File: src/rtl/button_debouncer.sv
// Multi-channel push-button debouncer: two-flop synchroniser followed by a
// per-bit stability FSM that accepts a change only after SAMPLE_COUNT agreeing samples.
module button_debouncer #(
    parameter int WIDTH         = 1,
    parameter int SAMPLE_COUNT  = 50000,
    parameter int CNT_WIDTH     = 16,
    parameter bit ACTIVE_LOW_IN = 1'b0
) (
    input  logic             Clock,
    input  logic             Reset,
    input  logic [WIDTH-1:0] RawIn,
    output logic [WIDTH-1:0] Level,
    output logic [WIDTH-1:0] Busy
);

    typedef enum logic [1:0] {
        LOW       = 2'd0,
        RISE_WAIT = 2'd1,
        HIGH      = 2'd2,
        FALL_WAIT = 2'd3
    } state_t;

    localparam logic [CNT_WIDTH-1:0] LAST = CNT_WIDTH'(SAMPLE_COUNT - 1);

    logic [WIDTH-1:0] in_pol;
    logic [WIDTH-1:0] sync1;
    logic [WIDTH-1:0] sync2;

    assign in_pol = ACTIVE_LOW_IN ? ~RawIn : RawIn;

    always_ff @(posedge Clock or negedge Reset) begin
        if (!Reset) begin
            sync1 <= '0;
            sync2 <= '0;
        end else begin
            sync1 <= in_pol;
            sync2 <= sync1;
        end
    end

    for (genvar i = 0; i < WIDTH; i++) begin : g_ch
        state_t               state;
        logic [CNT_WIDTH-1:0] cnt;
        logic                 s;

        assign s = sync2[i];

        // Any disagreeing sample in a wait state aborts back to the stable state
        always_ff @(posedge Clock or negedge Reset) begin
            if (!Reset) begin
                state <= LOW;
                cnt   <= '0;
            end else begin
                case (state)
                    LOW: begin
                        if (s) begin
                            state <= RISE_WAIT;
                            cnt   <= '0;
                        end
                    end
                    RISE_WAIT: begin
                        if (!s) begin
                            state <= LOW;
                            cnt   <= '0;
                        end else if (cnt == LAST) begin
                            state <= HIGH;
                            cnt   <= '0;
                        end else begin
                            cnt <= cnt + 1'b1;
                        end
                    end
                    HIGH: begin
                        if (!s) begin
                            state <= FALL_WAIT;
                            cnt   <= '0;
                        end
                    end
                    FALL_WAIT: begin
                        if (s) begin
                            state <= HIGH;
                            cnt   <= '0;
                        end else if (cnt == LAST) begin
                            state <= LOW;
                            cnt   <= '0;
                        end else begin
                            cnt <= cnt + 1'b1;
                        end
                    end
                    default: begin
                        state <= LOW;
                        cnt   <= '0;
                    end
                endcase
            end
        end

        assign Level[i] = (state == HIGH) || (state == FALL_WAIT);
        assign Busy[i]  = (state == RISE_WAIT) || (state == FALL_WAIT);
    end

endmodule

File: config.mk
export PLATFORM = sky130hd
export DESIGN_NAME = button_debouncer
export DESIGN_NICKNAME = d
export VERILOG_FILES = /design/src/rtl/button_debouncer.sv
export SDC_FILE = /design/constraint.sdc
export NUM_CORES = 1
export LEC_CHECK = 0
export CORE_MARGIN = 2
export CORE_UTILIZATION = 60
export CTS_BUF_LIST = sky130_fd_sc_hd__clkbuf_4
export CTS_CLUSTER_SIZE = 10
export DETAILED_ROUTE_END_ITERATION = 12
export PLACE_DENSITY = 0.85
export SLEW_MARGIN = 20
export SYNTH_ARGS = -nofsm -noshare
export SYNTH_HDL_FRONTEND = slang
export SYNTH_SLANG_ARGS = --single-unit
File: constraint.sdc
create_clock -name Clock -period 2.5 [get_ports Clock]
set_clock_uncertainty 0.05 [all_clocks]
set_input_delay 0.625 -clock Clock [delete_from_list [all_inputs] [get_ports Clock]]
set_output_delay 0.625 -clock Clock [all_outputs]
set_load 0.02 [all_outputs]
==> flow_summary.yaml <==
synth:
  synth_edf_count: 0
  synthTopCellsByArea: "dfrtp_1 (46%), a31oi_1 (6.9%), nand3_1 (3.7%)"
  synthCells: 113
  syn_nets: 117
  ys_ff_latch: 20
  ys_types: 35
  async_flop_share_pct: 100
  yosys_warnings: 0
  synth_seq_area_share_pct: 46.1
  yosysTopAreaCell: "dfrtp_1"
  synth.avg_cell_area_sq_um: 9.61
  yosys.area.top_type_share_pct: 46.1
  synthesis.area_sq_um: 1090
  synth_ff_type: "dfrtp_1"
clocking:
  cts_setup_buffers: 0
  clock-root-buffer: "clkbuf_4"
  cts.path.max_buffers: 2
  path_clk_slew_ns: 0.11
  clk-insertion-delay-late_ns: 0.31
  ctsHoldBuffers: 0
  cts_buffers: 3
  post_cts_resize_count: 0
  htreeDepth: 1
  cts_tree: "built"
  cts.sinks: 20
route:
  first_pass_iters: 4
  num_vias: 952
  drt_iter0_drc: 33
  routedWlPerCell_um: 16.2
  viasPerCell: 6.70
  drc: 0
  ant_nets: 0
  drt_wl_total_um: 2290
layout:
  layout_commonest_cell: "dfrtp_1"
  fin_cells: 142
  diodes: 0
  area_delta_synth_final_pct: 10.8
  nets: 122
  design_area_sq_um: 1200
  final_cell_mix: "dfrtp_1 (20), a31oi_1 (12), nand2_1 (10)"
  drive_above_1_share_pct: 11.1
setup_path:
  slowest_delay_ns: 0.63
  critPathMaxFanout: 6
  critPathArrivalTime_ns: 1.36
  path_cells: "clkdlybuf4s50_1"
  critPathLaunchType: "register"
  cp_slowest_cell: "clkdlybuf4s50_1"
  rr_startpoint: "g_ch[0].cnt[12]"
  path_class: "reg2out"
  end_kind: "output port"
  crit_family: "buffers and inverters"
  regToRegSetupSlack_ns: 0.54
  worst-r2r-cell-count: 4
  worstPathBufferInverterCount: 1
  cp.required_ns: 1.82
grt:
  grt.total_usage_pct: 25.6
  grt_start_max_net_pins: 21
  gr-total-overflow: 0
  grt_pass1_vias: 831
  antenna_found_initial: 0
  grt_pass1_wl_um: 3860
hold_path:
  min_path_type: "reg2reg"
  min_to: "g_ch[0].s"
  hold_depth: 0
  hp-start: "sync1"
timing:
  max-slew-margin-rel_pct: 51.4
  finalSetupViolCount: 0
  period_share_pct: 81.6
  min_period_ns: 2.04
  max_freq_mhz: 490
  drv_slew: 0
  worstMarginPinSlew_ns: 0.726
  rsz0062_at_grt: "no"
  final_hold_viol_count: 0
  finalSetupTns_ns: 0
placement:
  hpwlAfterDp_um: 1630
  placed_cells: 138
  dpl_cell_area_sq_um: 1150
  portBuffers: 4
  finalWeightedCongestion: 0.871
flow_run:
  maxCapViolations: 0
die:
  row_count: 15
  initial_core_util_pct: 63.6
  die_w_um: 46.5
  io_pins: 5
  design.core.area_sq_um: 1710
  die_y_um: 46.5
  die_area_sq_um: 2170
power_and_ir_drop:
  ir_worst_vdd_mv: 0.808
  p_total_mw: 1.02
  pwr_density_cell_nw_per_um2: 845
  p_leak_nw: 0.516
status:
  outcome: "complete, no violations"
[per-stage QoR]
stage          setup WS, ns  hold WS [ns]  util [%]
3_3_place_gp          0.592         0.293      67.4
2_1_floorplan         0.782         0.279         -
6_report              0.461         0.322      70.5
4_1_cts               0.456         0.327      70.5
3_5_place_dp          0.584         0.293      67.4
5_1_grt               0.384         0.340      70.5
[cell families (layout without fill, tap and decap cells)]
logic type	count (synthesis)	in the layout	share of synthesized area [%]
xor gates and xnor gates	4	4	3.23
DFF	20	20	46.1
AOI/OAI and AO/OA	28	28	16.8
muxes	1	1	1.04
buffers and inverters	10	14	3.69
adders and majority gates	1	1	1.15
and+or+nand+nor	49	49	28.0
[flip-flops by register name (all words and copies together) (netlist names), named ones only]
register	count
g_ch.cnt	16
g_ch.state	1
g_ch.s	1
sync1	1
[layout make-up]
| class | instances | area [sq um] |
|---|---|---|
| multi-input combinational | 83 | 546 |
| fill | 129 | 504 |
| sequential | 20 | 500 |
| timing repair buffer | 7 | 62.6 |
| tap | 25 | 31.3 |
| clock inverter | 1 | 30.0 |
| clock buffer | 3 | 22.5 |
| inverter | 3 | 11.3 |
[power by group]
group / switching, mW / internal [mW]
clock: 0.101 / 0.162
sequential: 0.0358 / 0.359
combinational: 0.222 / 0.137
total: 0.359 / 0.658
[per-layer routing]
| metal | GRT usage, % | routed length [um] | vias to the layer above | part of all wire (%) |
|---|---|---|---|---|
| li1 | - | - | 436 | - |
| met4 | 12.0 | 49 | 0 | 2.1 |
| met5 | 0 | 0 | - | 0 |
| met2 | 39.4 | 1070 | 44 | 47 |
| met3 | 4.71 | 178 | 7 | 7.8 |
| met1 | 34.5 | 996 | 465 | 43 |
[cell usage after synthesis (2+ instances only)]
cell,n
clkbuf_1,5
a22o_1,2
nand3b_1,3
a31oi_1,12
nand4_2,3
nor4_1,4
buf_2,2
nor2_1,4
o21ai_0,7
nand2_1,10
nand3_1,8
and3_1,3
inv_1,3
o22ai_1,2
nand4_1,3
xor2_1,3
and2_1,2
dfrtp_1,20
[how the worst max path moves through the flow]
| stage | startpoint | end | cells after the start |
|---|---|---|---|
| 2_1_floorplan | g_ch[0].cnt[0] | g_ch[0].cnt[12] | 5 |
| 6_report | g_ch[0].state[0] | Busy | 1 |
| 4_1_cts | g_ch[0].state[0] | Busy | 1 |
| 5_1_grt | g_ch[0].cnt[12] | register | 4 |
| 3_3_place_gp | g_ch[0].cnt[12] | register | 4 |
| 3_5_place_dp | g_ch[0].cnt[12] | register | 4 |
(Power assumes the default switching activity.)
